**src/rtl/fft_channel_scheduler_if.sv**
```systemverilog
// Handshake bundle between the channel FIFO/FFT datapath and the FFT channel scheduler.
// The master modport is the scheduler side; the slave modport is the surrounding datapath.
interface fft_channel_scheduler_if #(
  parameter int NUM_CH = 2
);
  logic              enable;
  logic [NUM_CH-1:0] ch_req;
  logic [NUM_CH-1:0] ch_mask;
  logic              fft_send_done;
  logic              fft_recv_done;
  logic              fft_start;
  logic              fft_abort;
  logic [NUM_CH-1:0] grant;
  logic [1:0]        grant_idx;
  logic              busy;
  logic              frame_done;
  logic              timeout_err;

  modport master (
    input  enable, ch_req, ch_mask, fft_send_done, fft_recv_done,
    output fft_start, fft_abort, grant, grant_idx, busy, frame_done, timeout_err
  );

  modport slave (
    output enable, ch_req, ch_mask, fft_send_done, fft_recv_done,
    input  fft_start, fft_abort, grant, grant_idx, busy, frame_done, timeout_err
  );
endinterface

```
**src/rtl/fft_channel_scheduler.sv**
```systemverilog
// Round-robin owner of the shared FFT engine: grant, send, receive, forced gap,
// with a watchdog that aborts frames whose output never completes.
module fft_channel_scheduler #(
  parameter int NUM_CH  = 2,
  parameter int GAP_CYC = 1024,
  parameter int TIMEOUT = 65535,
  parameter int CNT_W   = 16
) (
  input  logic                   clk,
  input  logic                   rst_n,
  fft_channel_scheduler_if.master sif
);

  typedef enum logic [2:0] {
    S_IDLE  = 3'd0,
    S_GRANT = 3'd1,
    S_SEND  = 3'd2,
    S_RECV  = 3'd3,
    S_GAP   = 3'd4
  } state_t;

  localparam logic [CNT_W-1:0] WDOG_LAST = CNT_W'(TIMEOUT - 1);
  localparam logic [CNT_W-1:0] GAP_LOAD  = CNT_W'(GAP_CYC);
  localparam logic [CNT_W-1:0] CNT_MAX   = '1;

  state_t            state;
  logic [1:0]        last_ch;
  logic [CNT_W-1:0]  wdog_cnt;
  logic [CNT_W-1:0]  gap_cnt;
  logic [NUM_CH-1:0] eligible;
  logic [1:0]        pick;
  logic              wdog_expired;

  // First eligible channel after the previous owner, wrapping modulo NUM_CH.
  function automatic logic [1:0] rr_pick(input logic [NUM_CH-1:0] elig,
                                         input logic [1:0]        last);
    logic [1:0]        sel;
    logic              found;
    logic [NUM_CH-1:0] shifted;
    int                idx;
    sel   = last;
    found = 1'b0;
    for (int k = 1; k <= NUM_CH; k++) begin
      idx     = (int'(last) + k) % NUM_CH;
      shifted = elig >> idx;
      if (!found && shifted[0]) begin
        sel   = 2'(idx);
        found = 1'b1;
      end
    end
    return sel;
  endfunction

  assign eligible = sif.ch_req & sif.ch_mask;
  assign pick     = rr_pick(eligible, last_ch);
  // >= keeps the watchdog armed in RECV even if send_done won the expiry cycle in SEND.
  assign wdog_expired = (wdog_cnt >= WDOG_LAST);

  always_ff @(posedge clk or negedge rst_n) begin
    if (!rst_n) begin
      state           <= S_IDLE;
      last_ch         <= 2'(NUM_CH - 1);
      wdog_cnt        <= '0;
      gap_cnt         <= '0;
      sif.fft_start   <= 1'b0;
      sif.fft_abort   <= 1'b0;
      sif.grant       <= '0;
      sif.grant_idx   <= 2'd0;
      sif.busy        <= 1'b0;
      sif.frame_done  <= 1'b0;
      sif.timeout_err <= 1'b0;
    end else begin
      sif.fft_start   <= 1'b0;
      sif.fft_abort   <= 1'b0;
      sif.frame_done  <= 1'b0;
      sif.timeout_err <= 1'b0;

      case (state)
        S_IDLE: begin
          if (sif.enable && (|eligible)) begin
            sif.grant     <= NUM_CH'(1) << pick;
            sif.grant_idx <= pick;
            last_ch       <= pick;
            sif.busy      <= 1'b1;
            state         <= S_GRANT;
          end
        end

        S_GRANT: begin
          sif.fft_start <= 1'b1;
          wdog_cnt      <= '0;
          state         <= S_SEND;
        end

        S_SEND: begin
          if (wdog_cnt != CNT_MAX) wdog_cnt <= wdog_cnt + CNT_W'(1);
          if (sif.fft_send_done) begin
            state <= S_RECV;
          end else if (wdog_expired) begin
            sif.fft_abort   <= 1'b1;
            sif.timeout_err <= 1'b1;
            sif.grant       <= '0;
            gap_cnt         <= GAP_LOAD;
            state           <= S_GAP;
          end
        end

        S_RECV: begin
          if (wdog_cnt != CNT_MAX) wdog_cnt <= wdog_cnt + CNT_W'(1);
          if (sif.fft_recv_done) begin
            sif.frame_done <= 1'b1;
            sif.grant      <= '0;
            gap_cnt        <= GAP_LOAD;
            state          <= S_GAP;
          end else if (wdog_expired) begin
            sif.fft_abort   <= 1'b1;
            sif.timeout_err <= 1'b1;
            sif.grant       <= '0;
            gap_cnt         <= GAP_LOAD;
            state           <= S_GAP;
          end
        end

        S_GAP: begin
          // A load of 0 or 1 both leave GAP after a single cycle.
          if (gap_cnt <= CNT_W'(1)) begin
            sif.busy <= 1'b0;
            state    <= S_IDLE;
          end else begin
            gap_cnt <= gap_cnt - CNT_W'(1);
          end
        end

        default: begin
          sif.grant <= '0;
          sif.busy  <= 1'b0;
          state     <= S_IDLE;
        end
      endcase
    end
  end

endmodule

```
**src/flat_wrapper.sv**
```systemverilog
// flat-port wrapper written by rule: the top's interface ports become plain ports
module fft_channel_scheduler_flat 
#(
  parameter int NUM_CH  = 2,
  parameter int GAP_CYC = 1024,
  parameter int TIMEOUT = 65535,
  parameter int CNT_W   = 16
)
  (clk, rst_n, sif_enable, sif_ch_req, sif_ch_mask, sif_fft_send_done, sif_fft_recv_done, sif_fft_start, sif_fft_abort, sif_grant, sif_grant_idx, sif_busy, sif_frame_done, sif_timeout_err);
  fft_channel_scheduler_if #(.NUM_CH(NUM_CH)) sif_i ();
  input  logic clk;
  input  logic rst_n;
  input wire logic [$bits(sif_i.enable)-1:0] sif_enable;
  input wire logic [$bits(sif_i.ch_req)-1:0] sif_ch_req;
  input wire logic [$bits(sif_i.ch_mask)-1:0] sif_ch_mask;
  input wire logic [$bits(sif_i.fft_send_done)-1:0] sif_fft_send_done;
  input wire logic [$bits(sif_i.fft_recv_done)-1:0] sif_fft_recv_done;
  output wire logic [$bits(sif_i.fft_start)-1:0] sif_fft_start;
  output wire logic [$bits(sif_i.fft_abort)-1:0] sif_fft_abort;
  output wire logic [$bits(sif_i.grant)-1:0] sif_grant;
  output wire logic [$bits(sif_i.grant_idx)-1:0] sif_grant_idx;
  output wire logic [$bits(sif_i.busy)-1:0] sif_busy;
  output wire logic [$bits(sif_i.frame_done)-1:0] sif_frame_done;
  output wire logic [$bits(sif_i.timeout_err)-1:0] sif_timeout_err;
  assign sif_i.enable = sif_enable;
  assign sif_i.ch_req = sif_ch_req;
  assign sif_i.ch_mask = sif_ch_mask;
  assign sif_i.fft_send_done = sif_fft_send_done;
  assign sif_i.fft_recv_done = sif_fft_recv_done;
  assign sif_fft_start = sif_i.fft_start;
  assign sif_fft_abort = sif_i.fft_abort;
  assign sif_grant = sif_i.grant;
  assign sif_grant_idx = sif_i.grant_idx;
  assign sif_busy = sif_i.busy;
  assign sif_frame_done = sif_i.frame_done;
  assign sif_timeout_err = sif_i.timeout_err;
  fft_channel_scheduler #(.NUM_CH(NUM_CH), .GAP_CYC(GAP_CYC), .TIMEOUT(TIMEOUT), .CNT_W(CNT_W)) u_core (.clk(clk), .rst_n(rst_n), .sif(sif_i));
endmodule
```
**config.mk**
```make
export PLATFORM = sky130hd
export DESIGN_NAME = fft_channel_scheduler_flat
export DESIGN_NICKNAME = d
export VERILOG_FILES = /design/src/rtl/fft_channel_scheduler_if.sv /design/src/rtl/fft_channel_scheduler.sv /design/src/flat_wrapper.sv
export SDC_FILE = /design/constraint.sdc
export NUM_CORES = 1
export LEC_CHECK = 0
export CORE_ASPECT_RATIO = 0.7
export CORE_MARGIN = 4
export CORE_UTILIZATION = 31
export DETAILED_ROUTE_END_ITERATION = 10
export PLACE_DENSITY = 0.55
export SETUP_SLACK_MARGIN = 0.4
export SYNTH_ARGS = -nofsm -noshare
export SYNTH_HDL_FRONTEND = slang
export SYNTH_SLANG_ARGS = --single-unit
```
**constraint.sdc**
```tcl
create_clock -name clk -period 5.8 [get_ports clk]
set_clock_uncertainty 0.15 [all_clocks]
set_input_delay 1.16 -clock clk [delete_from_list [all_inputs] [get_ports clk]]
set_output_delay 1.16 -clock clk [all_outputs]
set_load 0.1 [all_outputs]
```
==> results.md, run 1 <==
- Status: finished, final reports clean
- # diodes: 0
- Worst path arrival time: 1.82 ns
- Pre-CTS WS: 2.598 ns
- Placed insts: 354
- Worst EP required: 4.49 ns
- Cell area after synthesis: 2364 um^2
- Pin count of the biggest net entering global routing: 45
- Synth top area cells: dfrtp_1 (46%), nand2_1 (3.7%), a31oi_1 (2.6%), nor2_1 (2.5%), nor3_1 (2.3%)
- TritonCTS Sinks: 44
- Leakage Power: 1.174 nW
- Die area: 9108 um^2
- Top FF cell, synth: dfrtp_1
- PD cells: 196.2 nW/um^2
- Synth Net Count: 262
- RSZ-0062 raised after global routing: no
- Ys async rst share: 100.0%
- Tot GR Track Use: 12.48%
- Most common cell in the netlist: dfrtp_1
- DR iter-0 viols: 119
- Initial Utilization: 32.15%
- #FFs+latches synth: 44
- Fin crit share: 53.94%
- CP Capture Type: output port
- Top delay family on crit path: buffers and inverters
- Sequential cell area fraction in the yosys report: 46.64%
- Critical path type: flop to output port
- Die Wd: 112.4 um
- Area Growth Syn to Fin: 14.08%
- Post-synth top cells: dfrtp_1 (43), nand2_1 (23), nor2_1 (16)
- CP cell instances: clkdlybuf4s50_1
- Max Cap Viol: 0
- GPL Wtd Cong: 0.7675
- Grt ovf: 0
- Initial antenna violation count: 0
- Post-CTS Resized: 0
- Max incr delay on CP: 1.14 ns
- Die Y: 81.06 um
- Cts hold-fix bufs: 0
- Worst relative slew slack: 31.97%
- # nets final: 276
- Maximum clock rate: 0.3197 GHz
- Post-Route WL: 5395 um
- CP Max Fanout: 3
- Post-Synthesis Cells: 249
- Cell type with the largest total area after synthesis: dfrtp_1
- H-tree depth: 2
- Avg WL per Cell: 14.94 um
- Vias per cell: 5.321
- Maximum buffer depth of the clock tree: 2
- Postcts setup bufs: 0
- Worst-path clk slew: 0.08 ns
- Sw Ratio: 21.02%
- Clk Latency, worst-skew pair: 0.30 ns
- Core area: 7352 um^2
- # setup viols final: 0
- Vias in the first global route: 1728
- Clock power frac: 39.5%
- Ratio of cells with drive above 1 in the final layout: 5.703%
- Pre-antenna DRT Iters: 4
- Internal power: 0.4177 mW
- I/O Buffers: 17
- CTS tree: done
- Final Worst Setup Slack: 2.672 ns
- Post-synth cell types: 52
- Drt drc: 0
- Slew Viols, Final: 0
- Fillers: 770
- Final min period: 3.128 ns
- Switching pwr: 0.1112 mW
- Root buf cell: clkbuf_8
- Comb power frac: 2.6%
- Flop pwr share: 57.9%
- Startpoint Class: flop
- Final setup TNS: 0 ns
- Placement Rows: 26
- Routed Antenna Nets: 0
- Critical-path top delay cell: clkdlybuf4s50_1
- Top Ports: 18
- CTS Buf Count: 5
- HPWL after DPL: 3808 um
- WHS: 0.3356 ns
- Post-synth EDFFs: 0
- Max IR drop VDD: 0.08801 mV
- Synth top area share: 45.53%
- Fin cells: 361
- Worst Hold Class: flop to flop
- Mean post-synth cell area: 9.492 um^2
- Total vias in the final route: 1921
- Worst path bufs/invs: 1
- Final Hold Fails: 0
- Synth warn: 0
- First-pass GRT wire length: 9039 um
- Worst Max-Slew Pin Slew: 1.020 ns
-- routing by layer --
metal  global-route usage (%)  vias up  share of wire, %
met5                        0        -                 0
met3                    2.681        4               6.4
met4                    4.322        0               1.1
met2                    15.76       48                37
li1                         -      951                 -
met1                    20.16      918                55
-- metrics by stage --
step           power, mW  utilization (%)  instance area, um^2
2_1_floorplan     0.3144                -                 2364
6_report          0.5289            36.67                 2696
3_3_place_gp      0.3269            35.36                 2600
3_5_place_dp      0.3268            35.36                 2600
5_1_grt           0.5569            36.67                 2696
4_1_cts           0.5384            36.67                 2696
-- registers in the layout (all words and copies together) (netlist names) --
register               count
u_core.sif.grant           2
u_core.sif.grant_idx       1
u_core.sif.fft_abort       1
u_core.state               3
u_core.last_ch             2
u_core.gap_cnt            16
u_core.wdog_cnt           16
u_core.sif.busy            1
u_core.sif.frame_done      1
u_core.sif.fft_start       1
-- placed cells by master, fill, tap and decap left out, types with 4 or more instances in the layout --
cell type and instances:
a21oi_1 8, o21a_1 4, o21ai_0 10, and2_1 5
or4_1 4, nor2_1 16, nand2_1 23, a211o_1 5
dfrtp_1 43, nor3b_1 4, o211ai_1 5, a31oi_1 10
o31ai_1 5, and3_1 5, inv_1 12, nor3_1 11
clkbuf_8 7, nand2b_1 4, clkdlybuf4s50_1 16, nand3_1 10
ha_1 4
-- final timing paths --
kind                                                  from                               to  slack, ns  cells after the start
max                        u_core.sif.grant[1]$_DFFE_PN0P_                     sif_grant[1]       2.67                      1
min                            u_core.sif.busy$_DFFE_PN0P_      u_core.sif.busy$_DFFE_PN0P_       0.34                      1
max reg2reg                  u_core.gap_cnt[8]$_DFFE_PN0P_   u_core.gap_cnt[10]$_DFFE_PN0P_       2.83                      6
min reg2reg                    u_core.sif.busy$_DFFE_PN0P_      u_core.sif.busy$_DFFE_PN0P_       0.34                      1
max in group asynchronous                            rst_n    u_core.gap_cnt[5]$_DFFE_PN0P_       3.98                      1
min in group asynchronous                            rst_n  u_core.wdog_cnt[12]$_DFFE_PN0P_       0.88                      1
-- logic make-up after synthesis --
| family | count (synthesis) | share of synthesized area (%) |
|---|---|---|
| simple gates | 98 | 21.92 |
| compound gates | 71 | 21.86 |
| flops | 44 | 46.64 |
| buf+inv | 25 | 4.817 |
| xor+xnor | 6 | 2.224 |
| fa+ha+maj | 4 | 2.118 |
| mux | 1 | 0.4235 |
-- power by group through the flow --
stage	logic, mW	clock network (mW)	registers, mW
floorplan	0.00169	0	0.313
global placement	0.0144	0	0.313
detailed placement	0.0142	0	0.313
CTS	0.0143	0.218	0.306
global route	0.0159	0.234	0.307
finish	0.0137	0.209	0.306
-- final cells by class --
| cell class | count | area (um^2) | area share, % |
|---|---|---|---|
| Timing Repair Buffer | 18 | 172.7 | 6.404 |
| Tap cell | 98 | 122.6 | 4.548 |
| Multi-Input combinational cell | 180 | 1147 | 42.55 |
| Sequential cell | 44 | 1102 | 40.88 |
| Clock buffer | 7 | 96.34 | 3.573 |
| Inverter | 14 | 55.05 | 2.042 |
Power figures use the tool's default switching activity.
==> run 2: changes to the inputs <==
- PLACE_DENSITY: 0.55 -> 0.56
- clock period: 5.8 -> 2.7 ns (I/O delays scaled with it)
==> run 2 against run 1 <==
  * Via count up 3.9%
  * Sequential share of layout area decreased by 2.6 points
  * Clock power rose by 100%
  * Utilization increased by 2.5 points
  * Final area up 6.7%
  * Sequential power is 120% higher
  * Worst setup slack got worse by 2.3 ns
  * Combinational power increased by 130%
  * Critical path depth rose by 5
  * Global-route usage up 0.068 points
  * Die area is the same
  * Wire length is 2.8% higher
  * Largest cell class unchanged
==> results.md, run 2 (synthesis gave the netlist of run 1 again) <==
- Status: finished, final reports clean (unchanged)
- GPL Wtd Cong: 0.8062 (was 0.7675)
- I/O Buffers: 17 (unchanged)
- CP Max Fanout: 8 (was 3)
- Worst Max-Slew Pin Slew: 0.6185 ns (was 1.020 ns)
- Startpoint Class: flop (unchanged)
- Cts hold-fix bufs: 0 (unchanged)
- Final setup TNS: 0 ns (unchanged)
- # diodes: 0 (unchanged)
- # setup viols final: 0 (unchanged)
- Total vias in the final route: 1995 (was 1921)
- Pre-antenna DRT Iters: 4 (unchanged)
- Worst path arrival time: 2.32 ns (was 1.82 ns)
- Grt ovf: 0 (unchanged)
- Final instance area: 2877 um^2 (was 2696 um^2)
- PD cells: 387.8 nW/um^2 (was 196.2 nW/um^2)
- Slew Viols, Final: 0 (unchanged)
- Die area: 9108 um^2 (unchanged)
- Pin count of the biggest net entering global routing: 29 (was 45)
- Max Cap Viol: 0 (unchanged)
- Die Wd: 112.4 um (unchanged)
- Critical path type: flop to flop (was flop to output port)
- RSZ-0062 raised after global routing: yes (was no)
- Final Hold Fails: 0 (unchanged)
- Leakage Power: 1.316 nW (was 1.174 nW)
- Multi-input gate area: 1176 um^2 (was 1147 um^2)
- CP cell instances: or3_4 -> or4_4 -> o31ai_4 -> buf_6 -> nor4_1 -> a221o_1 (was clkdlybuf4s50_1)
- Initial Utilization: 32.15% (unchanged)
- H-tree depth: 2 (unchanged)
- Vias per cell: 5.182 (was 5.321)
- Fillers: 771 (was 770)
- Critical-path top delay cell: or4_4 (was clkdlybuf4s50_1)
- CTS tree: done (unchanged)
- TritonCTS Sinks: 44 (unchanged)
- Ratio of cells with drive above 1 in the final layout: 18.47% (was 5.703%)
- Biggest regs: u_core.gap_cnt: 16 flops, u_core.wdog_cnt: 16 flops, u_core.state: 3 flops (unchanged)
- Max IR drop VDD: 0.1729 mV (was 0.08801 mV)
- # nets final: 299 (was 276)
- Area Growth Syn to Fin: 21.70% (was 14.08%)
- HPWL after DPL: 4000 um (was 3808 um)
- Clk Latency, worst-skew pair: 0.29 ns (was 0.30 ns)
- Worst-path clk slew: 0.08 ns (about the same)
- Top Ports: 18 (unchanged)
- Cell Area, Placed: 2660 um^2 (was 2600 um^2)
- CP Capture Type: flop (was output port)
- Post-Route WL: 5548 um (was 5395 um)
- Vias in the first global route: 1830 (was 1728)
- Register-to-Register Path Depth: 6 (unchanged)
- Die Y: 81.06 um (unchanged)
- Routed Antenna Nets: 0 (unchanged)
- First-pass GRT wire length: 9239 um (was 9039 um)
- Worst EP required: 2.73 ns (was 4.49 ns)
- Placement Rows: 26 (unchanged)
- DR iter-0 viols: 150 (was 119)
- Register area: 1102 um^2 (unchanged)
- Fin crit share: 84.93%
- Avg WL per Cell: 14.41 um (was 14.94 um)
- Initial antenna violation count: 0 (unchanged)
- Worst relative slew slack: 58.76% (was 31.97%)
- Maximum clock rate: 0.4361 GHz
- Most common library cell in the layout ignoring fill and taps: dfrtp_1 (unchanged)
- Tot GR Track Use: 12.55% (was 12.48%)
- CTS Buf Count: 5 (unchanged)
- Worst Hold Class: primary input to async pin (was flop to flop)
- Final min period: 2.293 ns
- Root buf cell: clkbuf_8 (unchanged)
- Drt drc: 0 (unchanged)
- Maximum buffer depth of the clock tree: 2 (unchanged)
- Core area: 7352 um^2 (unchanged)
- Reg2reg setup slack: 0.41 ns (was 2.83 ns)
- Commonest cells after routing, fill and taps aside: dfrtp_1 (43), buf_4 (31), nand2_1 (23) (was dfrtp_1 (43), nand2_1 (23), nor2_1 (16), clkdlybuf4s50_1 (16), inv_1 (12))
- Max incr delay on CP: 0.47 ns (was 1.14 ns)
## run 2: cell types whose count changed in the layout (fill, tap and decap cells not counted), sizes merged
cell,previous run,this run
clkbuf,7,8
buf,2,34
clkdlybuf4s50,16,7
## run 2: stage by stage
| step | setup slack [ns] | hold WS [ns] | power, mW | cells | utilization, % |
|---|---|---|---|---|---|
| 6_report | 0.4070 | 0.1061 | 1.115 | 385 | 39.13 |
| 5_1_grt | 0.3371 | 0.1554 | 1.167 | 385 | 39.13 |
| 4_1_cts | 0.4008 | 0.1312 | 1.137 | 376 | 37.76 |
| 3_5_place_dp | 0.2046 | 0.3364 | 0.7044 | 365 | 36.18 |
| 3_3_place_gp | 0.2281 | 0.3379 | 0.7042 | 365 | 36.18 |
| 2_1_floorplan | 0.3386 | 0.09441 | 0.6753 | 249 | - |
## run 2: final cells by class
type	instances	share of cell area (%)
Multi-Input combinational cell	180	40.89
Clock buffer	8	3.132
Tap cell	98	4.263
Sequential cell	44	38.32
Inverter	14	1.914
Timing Repair Buffer	41	11.48
## run 2: power breakdown
part           leakage [nW]  switching [mW]  internal, mW
Combinational         0.710          0.0187        0.0126
Sequential            0.560               0         0.658
Clock                0.0455           0.217         0.209
Total                  1.32           0.235         0.880
## run 2: worst paths after layout
path                                                     start                              end
worst max-delay path             u_core.gap_cnt[8]$_DFFE_PN0P_    u_core.gap_cnt[8]$_DFFE_PN0P_
worst min-delay path                                     rst_n  u_core.wdog_cnt[15]$_DFFE_PN0P_
worst max register to register   u_core.gap_cnt[8]$_DFFE_PN0P_    u_core.gap_cnt[8]$_DFFE_PN0P_
worst min register to register  u_core.gap_cnt[15]$_DFFE_PN0P_   u_core.gap_cnt[15]$_DFFE_PN0P_
max in group asynchronous                                rst_n    u_core.gap_cnt[5]$_DFFE_PN0P_
min in group clk                u_core.gap_cnt[15]$_DFFE_PN0P_   u_core.gap_cnt[15]$_DFFE_PN0P_
## run 2: per-layer routing
metal	wire length, um	vias to the layer above	GRT usage [%]	share of wire (%)
met5	0	-	0	0
met1	3257	956	20.19	59
li1	-	1000	-	-
met3	214	5	3.202	3.9
met2	2023	34	16.23	36
met4	54	0	2.881	0.97
## run 2: worst max-delay path: cells and delay by family (launching register included)
family          cells  cell delay (ns)
simple gates        3             0.93
flops               1             0.39
buf+inv             1             0.19
compound gates      2             0.52
## run 2: timing repair
item,in CTS,in global routing
setup endpoints to repair,13,11
pin swaps,1,6
resized for setup,1,9
buffers inserted,3,9
==> run 3: changes to the inputs <==
- PLACE_DENSITY: 0.56 -> 0.55
- clock period: 2.7 -> 2.3 ns (I/O delays scaled with it)
==> run 3 against run 2 <==
  * Hold slack better by 0.25 ns
  * Maximum frequency is 0.73% higher
  * Power is 31% higher
  * Clock power is 53% higher
  * Critical endpoint is now u_core.gap_cnt[4]$_DFFE_PN0P_
  * Via count is 3.7% higher
  * Count of clock-buffer cells in the layout is 1 lower
  * Critical path depth stayed put
  * Global-route usage is 1.3 points higher
  * Wire length is 9.3% higher
  * Die area stayed put
  * Combinational power is 27% higher
  * Largest power group unchanged
  * Largest cell class unchanged
==> results.md, run 3 (synthesis gave the netlist of run 1 again) <==
- Status: finished, final reports clean (unchanged)
- Die area: 9108 um^2 (unchanged)
- Final min period: 2.276 ns (was 2.293 ns)
- # nets final: 314 (was 299)
- Core area: 7352 um^2 (unchanged)
- Post-Route WL: 6062 um (was 5548 um)
- Avg WL per Cell: 15.16 um (was 14.41 um)
- # setup viols final: 0 (unchanged)
- Commonest cells after routing, fill and taps aside: buf_4 (41), dfrtp_1 (41), nand2_1 (22) (was dfrtp_1 (43), buf_4 (31), nand2_1 (23))
- Die Y: 81.06 um (unchanged)
- Maximum buffer depth of the clock tree: 2 (unchanged)
- Vias in the first global route: 1999 (was 1830)
- Worst relative slew slack: 69.02% (was 58.76%)
- Routed Antenna Nets: 0 (unchanged)
- Worst EP required: 2.33 ns (was 2.73 ns)
- Critical path type: flop to flop (unchanged)
- Pin count of the biggest net entering global routing: 28 (was 29)
- Switching pwr: 0.2914 mW (was 0.2354 mW)
- Clk Latency, worst-skew pair: 0.30 ns (was 0.29 ns)
- Sw Ratio: 19.89% (was 21.11%)
- H-tree depth: 2 (unchanged)
- Placed insts: 378 (was 365)
- Biggest regs: u_core.gap_cnt: 16 flops, u_core.wdog_cnt: 16 flops, u_core.state: 3 flops (unchanged)
- CP Capture Type: flop (unchanged)
- Clock power frac: 44.5% (was 38.2%)
- I/O Buffers: 17 (unchanged)
- Max Cap Viol: 0 (unchanged)
- Ratio of cells with drive above 1 in the final layout: 28.15% (was 18.47%)
- RSZ-0062 raised after global routing: yes (unchanged)
- Max IR drop VDD: 0.2797 mV (was 0.1729 mV)
- CTS Buf Count: 5 (unchanged)
- Drt drc: 0 (unchanged)
- Worst Hold Class: flop to flop (was primary input to async pin)
- Die Wd: 112.4 um (unchanged)
- Final setup TNS: 0 ns (unchanged)
- Final Hold Fails: 0 (unchanged)
- Worst path arrival time: 2.30 ns (was 2.32 ns)
- Startpoint Class: flop (unchanged)
- PD cells: 468.1 nW/um^2 (was 387.8 nW/um^2)
- First-pass GRT wire length: 10120 um (was 9239 um)
- Tot GR Track Use: 13.86% (was 12.55%)
- CP Max Fanout: 6 (was 8)
- CTS tree: done (unchanged)
- Initial Utilization: 32.15% (unchanged)
- Leakage Power: 1.434 nW (was 1.316 nW)
- Fin crit share: 98.97% (was 84.93%)
- Placement Rows: 26 (unchanged)
- Initial antenna violation count: 0 (unchanged)
- Comb power frac: 2.7% (was 2.8%)
- # diodes: 0 (unchanged)
- Worst Max-Slew Pin Slew: 0.4647 ns (was 0.6185 ns)
- Final core occ: 42.56% (was 39.13%)
- Multi-input gate area: 1246 um^2 (was 1176 um^2)
- Routed length on met3: 223 um (was 214 um)
- Fillers: 730 (was 771)
- Vias per cell: 5.173 (was 5.182)
- Internal power: 1.174 mW (was 0.8800 mW)
- Root buf cell: clkbuf_8 (unchanged)
- Grt ovf: 0 (unchanged)
- Fin cells: 400 (was 385)
- TritonCTS Sinks: 44 (unchanged)
- HPWL after DPL: 4248 um (was 4000 um)
- Pre-antenna DRT Iters: 4 (unchanged)
- GPL Wtd Cong: 0.8053 (was 0.8062)
- Flop pwr share: 52.8% (was 59.0%)
- Register area: 1105 um^2 (was 1102 um^2)
- Top Ports: 18 (unchanged)
- Met2 wire len: 2433 um (was 2023 um)
- Area Growth Syn to Fin: 32.40% (was 21.70%)
- Total vias in the final route: 2069 (was 1995)
- Metal-1 WL: 3368 um (was 3257 um)
- Worst-path clk slew: 0.09 ns (was 0.08 ns)
- DR iter-0 viols: 134 (was 150)
- Slew Viols, Final: 0 (unchanged)
- Highest routed metal layer: met4 (unchanged)
- Maximum clock rate: 0.4393 GHz (was 0.4361 GHz)
[run 3: changes by cell type in the layout (fill, tap and decap cells not counted), moves of 2 or more]
| cell | change |
|---|---|
| nor4_2 | +2 |
| clkbuf_1 | -2 |
| nor4_1 | -2 |
| and3_1 | -2 |
| buf_6 | +3 |
| buf_4 | +10 |
| o21ai_0 | -3 |
| o21ai_2 | +3 |
| dfrtp_2 | +2 |
| dfrtp_1 | -2 |
[run 3: repair_timing]
| item | in CTS | in global routing |
|---|---|---|
| setup endpoints to repair | 25 | 27 |
| hold buffers | 1 | 0 |
| pin swaps | 7 | 6 |
| gates cloned | 1 | 0 |
| setup buffers | 6 | 6 |
| endpoints found under the hold margin | 17 | 0 |
| resized for setup | 23 | 14 |
[run 3: critical path: stages, from the launching register on]
cell and delay [ns]:
dfrtp_1 0.39, or3_4 0.39, or4_4 0.47, o31ai_4 0.25
buf_6 0.18, nor3_1 0.06, a211o_1 0.27
[run 3: power by group through the flow]
stage | clock (mW) | combinational [mW] | sequential, mW
6_report | 0.652 | 0.0398 | 0.773
5_1_grt | 0.708 | 0.0454 | 0.773
4_1_cts | 0.671 | 0.0418 | 0.773
3_5_place_dp | 0 | 0.0404 | 0.788
3_3_place_gp | 0 | 0.0400 | 0.788
2_1_floorplan | 0 | 0.00426 | 0.788
[run 3: worst paths after layout]
kind                                                       end                                 from  cells past startpoint  slack (ns)
min in group asynchronous        u_core.gap_cnt[7]$_DFFE_PN0P_                                rst_n                      2        0.49
min                        u_core.sif.grant_idx[0]$_DFFE_PN0P_  u_core.sif.grant_idx[0]$_DFFE_PN0P_                      1        0.35
max reg2reg                      u_core.gap_cnt[4]$_DFFE_PN0P_        u_core.gap_cnt[8]$_DFFE_PN0P_                      6        0.02
min reg2reg                u_core.sif.grant_idx[0]$_DFFE_PN0P_  u_core.sif.grant_idx[0]$_DFFE_PN0P_                      1        0.35
max in group asynchronous        u_core.last_ch[0]$_DFFE_PN1P_                                rst_n                      3        0.93
max                              u_core.gap_cnt[4]$_DFFE_PN0P_        u_core.gap_cnt[8]$_DFFE_PN0P_                      6        0.02
[run 3: through the flow]
stage          setup slack [ns]  hold slack (ns)  instance area [um^2]  total power, mW
2_1_floorplan          -0.05810          0.01441                  2372           0.7927
3_3_place_gp            0.01251           0.2816                  2771           0.8283
3_5_place_dp           -0.04361           0.2882                  2771           0.8286
4_1_cts                 0.03882           0.3351                  3028            1.486
5_1_grt                -0.02783           0.3921                  3129            1.526
6_report                0.02363           0.3538                  3129            1.465
[run 3: area by class of cell]
class,count,area share [%]
multi-input combinational,180,39.82
sequential,44,35.31
timing repair buffer,56,14.99
tap,98,3.918
clock buffer,7,3.079
inverter,14,1.919
clock inverter,1,0.9596
[run 3: layer usage]
layer,track usage (%),vias up
met4,4.442,0
met3,2.606,2
li1,-,1030
met5,0,-
met1,21.51,992
met2,19.08,45
